`src/rtl/fp_normaliser_pipe_if.sv`:
```
// Stream interface for the post-add normaliser: raw sum in, normalised result out.
// The master modport is the producer/consumer side; the slave modport is the normaliser.
interface fp_normaliser_pipe_if #(
    parameter int unsigned EW = 8,
    parameter int unsigned MW = 23
) ();
    logic          in_valid;
    logic          in_ready;
    logic [EW-1:0] in_e;
    logic [MW+1:0] in_m;
    logic          out_valid;
    logic          out_ready;
    logic [EW-1:0] out_e;
    logic [MW+1:0] out_m;
    logic          out_zero;
    logic          out_ovf;
    logic          out_unf;

    modport master (
        output in_valid, in_e, in_m, out_ready,
        input  in_ready, out_valid, out_e, out_m, out_zero, out_ovf, out_unf
    );

    modport slave (
        input  in_valid, in_e, in_m, out_ready,
        output in_ready, out_valid, out_e, out_m, out_zero, out_ovf, out_unf
    );
endinterface

```
`src/rtl/fp_normaliser_pipe.sv`:
```
// Two-stage post-add normaliser. S1 registers the input, its class and the leading-zero count;
// S2 registers the shifted result. Optional macro FP_NORM_DENORM_EN keeps denormals on underflow.
module fp_normaliser_pipe #(
    parameter int unsigned EW = 8,
    parameter int unsigned MW = 23
) (
    input  logic                 clk,
    input  logic                 reset,
    fp_normaliser_pipe_if.slave  bus
);
    localparam int unsigned ML = MW + 2;
    localparam int unsigned KW = $clog2(MW + 1);
    localparam logic [EW:0] E_INF = {1'b0, {EW{1'b1}}};

    typedef enum logic [1:0] {
        CLS_CARRY,
        CLS_NORM,
        CLS_ZERO,
        CLS_LEFT
    } cls_t;

    logic          s1_valid;
    logic [EW-1:0] s1_e;
    logic [ML-1:0] s1_m;
    cls_t          s1_cls;
    logic [KW-1:0] s1_k;

    logic          s2_load;
    cls_t          in_cls;
    logic [KW-1:0] in_k;

    logic [EW:0]   e_ext;
    logic [EW:0]   e_inc;
    logic [EW-1:0] nx_e;
    logic [ML-1:0] nx_m;
    logic          nx_zero;
    logic          nx_ovf;
    logic          nx_unf;
`ifdef FP_NORM_DENORM_EN
    logic [EW-1:0] den_s;
    logic [ML-1:0] den_m;
`endif

    assign s2_load     = !bus.out_valid || bus.out_ready;
    assign bus.in_ready = !s1_valid || s2_load;

    // Classification and leading-zero count over hidden bit + fraction
    always_comb begin
        in_k = '0;
        for (int i = 0; i <= int'(MW); i++) begin
            if (bus.in_m[i]) begin
                in_k = KW'(int'(MW) - i);
            end
        end
        if (bus.in_m[ML-1]) begin
            in_cls = CLS_CARRY;
        end else if (bus.in_m[MW]) begin
            in_cls = CLS_NORM;
        end else if (bus.in_m == '0) begin
            in_cls = CLS_ZERO;
        end else begin
            in_cls = CLS_LEFT;
        end
    end

    // Shift and exponent adjust; exponent math is one bit wider so it never wraps
    always_comb begin
        e_ext   = {1'b0, s1_e};
        e_inc   = e_ext + (EW+1)'(1);
        nx_e    = s1_e;
        nx_m    = s1_m;
        nx_zero = 1'b0;
        nx_ovf  = 1'b0;
        nx_unf  = 1'b0;
`ifdef FP_NORM_DENORM_EN
        den_s   = (s1_e == '0) ? '0 : s1_e - EW'(1);
        den_m   = s1_m << den_s;
`endif
        case (s1_cls)
            CLS_CARRY: begin
                if (e_inc >= E_INF) begin
                    nx_e   = '1;
                    nx_m   = '0;
                    nx_ovf = 1'b1;
                end else begin
                    nx_e = EW'(e_inc);
                    nx_m = s1_m >> 1;
                end
            end
            CLS_ZERO: begin
                nx_e    = '0;
                nx_m    = '0;
                nx_zero = 1'b1;
            end
            CLS_LEFT: begin
                if (e_ext <= (EW+1)'(s1_k)) begin
                    nx_e   = '0;
                    nx_unf = 1'b1;
`ifdef FP_NORM_DENORM_EN
                    nx_m    = den_m;
                    nx_zero = (den_m == '0);
`else
                    nx_m    = '0;
                    nx_zero = 1'b1;
`endif
                end else begin
                    nx_e = EW'(e_ext - (EW+1)'(s1_k));
                    nx_m = s1_m << s1_k;
                end
            end
            default: begin
                nx_e = s1_e;
            end
        endcase
    end

    always_ff @(posedge clk) begin
        if (reset) begin
            s1_valid      <= 1'b0;
            s1_e          <= '0;
            s1_m          <= '0;
            s1_cls        <= CLS_NORM;
            s1_k          <= '0;
            bus.out_valid <= 1'b0;
            bus.out_e     <= '0;
            bus.out_m     <= '0;
            bus.out_zero  <= 1'b0;
            bus.out_ovf   <= 1'b0;
            bus.out_unf   <= 1'b0;
        end else begin
            if (bus.in_ready) begin
                s1_valid <= bus.in_valid;
                if (bus.in_valid) begin
                    s1_e   <= bus.in_e;
                    s1_m   <= bus.in_m;
                    s1_cls <= in_cls;
                    s1_k   <= in_k;
                end
            end
            if (s2_load) begin
                bus.out_valid <= s1_valid;
                if (s1_valid) begin
                    bus.out_e    <= nx_e;
                    bus.out_m    <= nx_m;
                    bus.out_zero <= nx_zero;
                    bus.out_ovf  <= nx_ovf;
                    bus.out_unf  <= nx_unf;
                end
            end
        end
    end
endmodule

```
`src/flat_wrapper.sv`:
```
// flat-port wrapper written by rule: the top's interface ports become plain ports
module fp_normaliser_pipe_flat 
#(
    parameter int unsigned EW = 8,
    parameter int unsigned MW = 23
)
  (clk, reset, bus_in_valid, bus_in_e, bus_in_m, bus_out_ready, bus_in_ready, bus_out_valid, bus_out_e, bus_out_m, bus_out_zero, bus_out_ovf, bus_out_unf);
  fp_normaliser_pipe_if #(.EW(EW), .MW(MW)) bus_i ();
  input  logic clk;
  input  logic reset;
  input wire logic [$bits(bus_i.in_valid)-1:0] bus_in_valid;
  input wire logic [$bits(bus_i.in_e)-1:0] bus_in_e;
  input wire logic [$bits(bus_i.in_m)-1:0] bus_in_m;
  input wire logic [$bits(bus_i.out_ready)-1:0] bus_out_ready;
  output wire logic [$bits(bus_i.in_ready)-1:0] bus_in_ready;
  output wire logic [$bits(bus_i.out_valid)-1:0] bus_out_valid;
  output wire logic [$bits(bus_i.out_e)-1:0] bus_out_e;
  output wire logic [$bits(bus_i.out_m)-1:0] bus_out_m;
  output wire logic [$bits(bus_i.out_zero)-1:0] bus_out_zero;
  output wire logic [$bits(bus_i.out_ovf)-1:0] bus_out_ovf;
  output wire logic [$bits(bus_i.out_unf)-1:0] bus_out_unf;
  assign bus_i.in_valid = bus_in_valid;
  assign bus_i.in_e = bus_in_e;
  assign bus_i.in_m = bus_in_m;
  assign bus_i.out_ready = bus_out_ready;
  assign bus_in_ready = bus_i.in_ready;
  assign bus_out_valid = bus_i.out_valid;
  assign bus_out_e = bus_i.out_e;
  assign bus_out_m = bus_i.out_m;
  assign bus_out_zero = bus_i.out_zero;
  assign bus_out_ovf = bus_i.out_ovf;
  assign bus_out_unf = bus_i.out_unf;
  fp_normaliser_pipe #(.EW(EW), .MW(MW)) u_core (.clk(clk), .reset(reset), .bus(bus_i));
endmodule
```
`config.mk`:
```
export PLATFORM = sky130hd
export DESIGN_NAME = fp_normaliser_pipe_flat
export DESIGN_NICKNAME = d
export VERILOG_FILES = /design/src/rtl/fp_normaliser_pipe_if.sv /design/src/rtl/fp_normaliser_pipe.sv /design/src/flat_wrapper.sv
export SDC_FILE = /design/constraint.sdc
export NUM_CORES = 1
export LEC_CHECK = 0
export CAP_MARGIN = 20
export CORE_MARGIN = 1.5
export CORE_UTILIZATION = 41
export CTS_CLUSTER_SIZE = 24
export DETAILED_ROUTE_END_ITERATION = 12
export PLACE_DENSITY = 0.64
export SLEW_MARGIN = 10
export SYNTH_ARGS = -nofsm -noshare
export SYNTH_HDL_FRONTEND = slang
export SYNTH_SLANG_ARGS = --single-unit
```
`constraint.sdc`:
```
create_clock -name clk -period 3.32 [get_ports clk]
set_input_delay 0.996 -clock clk [delete_from_list [all_inputs] [get_ports clk]]
set_output_delay 0.996 -clock clk [all_outputs]
set_load 0.05 [all_outputs]
```
Yosys cells after proc, flatten, opt, wreduce, memory -nomap -nowiden
Cells that the tools add are included.
{"block": "word_totals", "regBits": 78, "elab_cells": 64}
{"block": "classes", "add_sub_neg": 2, "n_lt_le_gt_ge": 2, "eq_ne": 2, "shift": 1, "n_mux": 38, "n_reduce_logical": 8}
{"op": "$mux W5", "n": 24}
{"op": "$pmux W25 S3", "n": 1}
{"op": "$logic_not A25 Y1", "n": 1}
{"op": "$mux W25", "n": 1}
{"op": "$shl A25 B5 Y25", "n": 1}
{"op": "$mux W24", "n": 1}
{"op": "$pmux W8 S3", "n": 1}
{"op": "$mux W8", "n": 2}
{"op": "$add A8 B1 Y9 const B", "n": 1}
{"op": "$ge A9 B8 Y1 const B", "n": 1}
{"op": "$le A8 B5 Y1", "n": 1}
{"op": "$sub A8 B5 Y8", "n": 1}
{"op": "$mux W1", "n": 5}
{"op": "$eq A2 B2 Y1 const B", "n": 2}
{"op": "$mux W2", "n": 2}
{"op": "$reduce_and A2 Y1", "n": 2}
{"op": "$logic_not A1 Y1", "n": 2}
{"op": "$logic_not A2 Y1", "n": 1}
{"op": "$logic_or A1 B1 Y1", "n": 2}
{"op": "$pmux W1 S2", "n": 1}

Longest topological paths before layout
{"block": "depth", "depth_word": 24, "ltp_mapped": 10, "ltp_nobuf": 10}

Least setup slack after synthesis
Ideal clock, no wire load.
{"block": "synth_timing", "path_kind": "input to output", "from": "input port bus_out_ready", "to": "output port bus_in_ready", "t_arrival_ps": 1744, "required_ps": 2324, "slack_ps": 580, "stages": 3, "n_path_buf": 1, "path_cell_list": "nand2b_1 or2_2 clkbuf_1"}
{"block": "synth_between", "elab_chain_cells": 2}
{"element": "from (decl)", "line_no": "flat_wrapper.sv:14", "rtl": "input wire logic [$bits(bus_i.out_ready)-1:0] bus_out_ready;"}
{"element": "$logic_or A1 B1 Y1", "line_no": "fp_normaliser_pipe.sv:44", "rtl": "assign s2_load = !bus.out_valid || bus.out_ready;"}
{"element": "$logic_or A1 B1 Y1", "line_no": "fp_normaliser_pipe.sv:45", "rtl": "assign bus.in_ready = !s1_valid || s2_load;"}
{"element": "to (decl)", "line_no": "flat_wrapper.sv:15", "rtl": "output wire logic [$bits(bus_i.in_ready)-1:0] bus_in_ready;"}
No other way between the ends.

Final worst setup path
Same ends and word-level chain as after synthesis.

==> impl_metrics.json <==
{
  "crit_path_start_kind": "primary input",
  "hp-class": "reg2reg",
  "portBuffers": 74,
  "fin_skew_ns": 0.00747,
  "routed-wl-met2_um": 7950,
  "fin_crit_sh_pct": 92.5,
  "dp_hpwl_um": 13300,
  "dpl_cell_area_um2": 6300,
  "grtUsageTotal_pct": 26.1,
  "nFillCells": 1304,
  "grt.overflow.total": 0,
  "finalCriticalPeriod_ns": 3.07,
  "top_layer": "met4",
  "ys_async_sr_fraction_pct": 0,
  "synthToLayoutAreaGrowth_pct": 22.6,
  "final.setup.tns_ns": 0,
  "synthTopCellsByArea": "dfxtp_1 (29%), nand2_1 (8.8%), mux2i_1 (6.7%), mux4_2 (6.3%), a21oi_1 (6.1%)",
  "grt_pass1_vias": 5245,
  "powerDensity_nw_per_um2": 416,
  "dieWidth_um": 118,
  "cts_sinks": 78,
  "worst_pin_slew_ns": 0.753,
  "dieArea_um2": 13800,
  "relSlewSlack_pct": 49.6,
  "final_cell_mix": "nand2_1 (127), dfxtp_1 (78), nor2_1 (73)",
  "drive_above_1_share_pct": 10.7,
  "grt_pass1_wl_um": 28900,
  "hold_ws_ns": 0.456,
  "wl_per_cell_um": 19.4,
  "start_util_pct": 42.4,
  "row_count": 41,
  "routabilityCongestion": 0.895,
  "grt_max_degree": 46,
  "syn_area_per_cell_um2": 7.71,
  "synth_edf_count": 0,
  "leakagePower_nw": 2.27,
  "yosysSeqAreaShare_pct": 29.0,
  "syn_nets": 744,
  "vias_per_cell": 6.10,
  "yosys_register_bits": 78,
  "h-tree-depth": 3,
  "synthFlopType": "dfxtp_1",
  "drc": 0,
  "netlist_instances": 699,
  "io_pins": 75,
  "drtIter0Drc": 508,
  "fin_nets": 796,
  "dr_wl_met3_um": 1460,
  "setup_viol": 0,
  "cts_tree": "built",
  "cts_buffers": 9,
  "clk_latency_ns": 0.35,
  "ys_warn_count": 0,
  "crit_path_end_kind": "primary output",
  "maxSlewViolCount": 0,
  "final_antenna_net_count": 0,
  "worstPathMaxFanout": 4,
  "diodes": 0,
  "crit_required_ns": 2.32,
  "cap_violations": 0,
  "clk_root_buffer_cell": "clkbuf_16",
  "clock_path_buffers": 2,
  "run_status": "finished clean",
  "synth.distinct_cells": 69,
  "core_region_area_um2": 12700,
  "path_clk_slew_ns": 0.06,
  "routed_wirelength_um": 18000,
  "rsz0062_at_grt": "false",
  "yosys.area.top_type": "dfxtp_1",
  "antenna_found_initial": 0,
  "ir_worst_vdd_mv": 0.222,
  "postCtsHoldBufs": 0,
  "syn_area_um2": 5390,
  "path_class": "in2out",
  "fin_area_um2": 6610,
  "final_common_cell": "nand2_1",
  "hold_viol": 0,
  "postCtsSetupBuffers": 0,
  "wl_met1_um": 8330,
  "fp.dieH_um": 118,
  "via_count": 5657,
  "cts_resized": 0,
  "synth_top_area_share_pct": 29.0,
  "max_freq_ghz": 0.326,
  "drtPass1Iterations": 7,
  "worstPathArrival_ns": 2.07
}
==> per-stage QoR <==
step | worst slack (ns) | instances | util [%] | total power (W)
5_1_grt | 0.209 | 928 | 51.9 | 0.00286
2_1_floorplan | 0.580 | 699 | - | 0.00149
4_1_cts | 0.240 | 928 | 51.9 | 0.00275
3_3_place_gp | 0.242 | 911 | 49.4 | 0.00172
6_report | 0.250 | 928 | 51.9 | 0.00275
3_5_place_dp | 0.240 | 912 | 49.5 | 0.00173
==> Yosys cell counts (3+ instances only) <==
| cell | n |
|---|---|
| a211oi_1 | 19 |
| a21oi_1 | 66 |
| a221o_1 | 3 |
| a221oi_1 | 11 |
| a221oi_2 | 5 |
| a311oi_1 | 4 |
| a31oi_1 | 12 |
| a32o_1 | 3 |
| a32oi_1 | 3 |
| and2_1 | 5 |
| and3_1 | 3 |
| buf_2 | 7 |
| clkbuf_1 | 41 |
| dfxtp_1 | 78 |
| ha_1 | 7 |
| inv_1 | 17 |
| mux2_2 | 9 |
| mux2i_1 | 36 |
| mux4_2 | 15 |
| nand2_1 | 127 |
| nand2b_1 | 7 |
| nand3_1 | 17 |
| nor2_1 | 73 |
| nor2b_1 | 3 |
| nor3_1 | 9 |
| nor4_1 | 5 |
| o211ai_1 | 5 |
| o21a_1 | 4 |
| o21ai_0 | 37 |
| o22ai_1 | 7 |
| o311ai_0 | 3 |
| o31ai_1 | 4 |
| or2_2 | 3 |
| or3_1 | 4 |
| xor2_1 | 3 |
==> worst paths after layout <==
path,from,endpoint,slack [ns],cells past startpoint
worst max-delay path,bus_out_ready,bus_in_ready,0.25,4
worst max register to register,u_core.s1_e[0]$_SDFFE_PP0P_,u_core.bus.out_e[4]$_SDFFE_PP0P_,0.57,9
worst min-delay path,u_core.bus.out_ovf$_SDFFE_PP0P_,u_core.bus.out_ovf$_SDFFE_PP0P_,0.46,2
worst min register to register,u_core.bus.out_ovf$_SDFFE_PP0P_,u_core.bus.out_ovf$_SDFFE_PP0P_,0.46,2
==> report_power, final <==
group	switching (W)	internal (W)	total [W]
clock network	0.000437	0.000593	0.00103
logic	0.000394	0.000258	0.000652
registers	0.0000777	0.000989	0.00107
total	0.000908	0.00184	0.00275
==> kinds of logic (layout without fill, tap and decap cells) <==
group / count (synthesis) / after routing / share of synthesized area, %
compound gates: 206 / 206 / 26.0
xor+xnor: 4 / 4 / 0.650
fa+ha+maj: 8 / 8 / 2.00
buf+inv: 74 / 131 / 5.64
flops: 78 / 78 / 29.0
mux: 60 / 60 / 14.8
simple gates: 269 / 269 / 21.9
==> sequential cells by signal, summed over array words and instances (netlist names) <==
signal and cells:
u_core.bus.out_valid 1, u_core.s1_k 5, u_core.s1_valid 1, u_core.s1_m 25
u_core.bus.out_zero 1, u_core.bus.out_e 8, u_core.bus.out_ovf 1, u_core.s1_cls 2
u_core.s1_e 8, u_core.bus.out_unf 1, u_core.bus.out_m 25
==> worst max-delay path: stages <==
cell and delay (ns):
clkdlybuf4s50_1 0.39, nand2b_1 0.17, or2_2 0.31, buf_4 0.20
==> per-layer routing <==
metal	vias up	global-route usage, %
met5	-	0
met4	0	7.70
met3	21	4.99
met2	271	38.6
met1	2689	38.4
li1	2676	-
==> cell type report <==
type                            count  area, µm²  area share (%)
Inverter                           19       71.3            1.08
Clock inverter                      7       81.3            1.23
Timing Repair Buffer               96        931            14.1
Sequential cell                    78       1560            23.6
Multi-Input combinational cell    547       3520            53.3
Tap cell                          172        215            3.26
Clock buffer                        9        225            3.41
No activity file was read; power rests on OpenSTA's default activity.
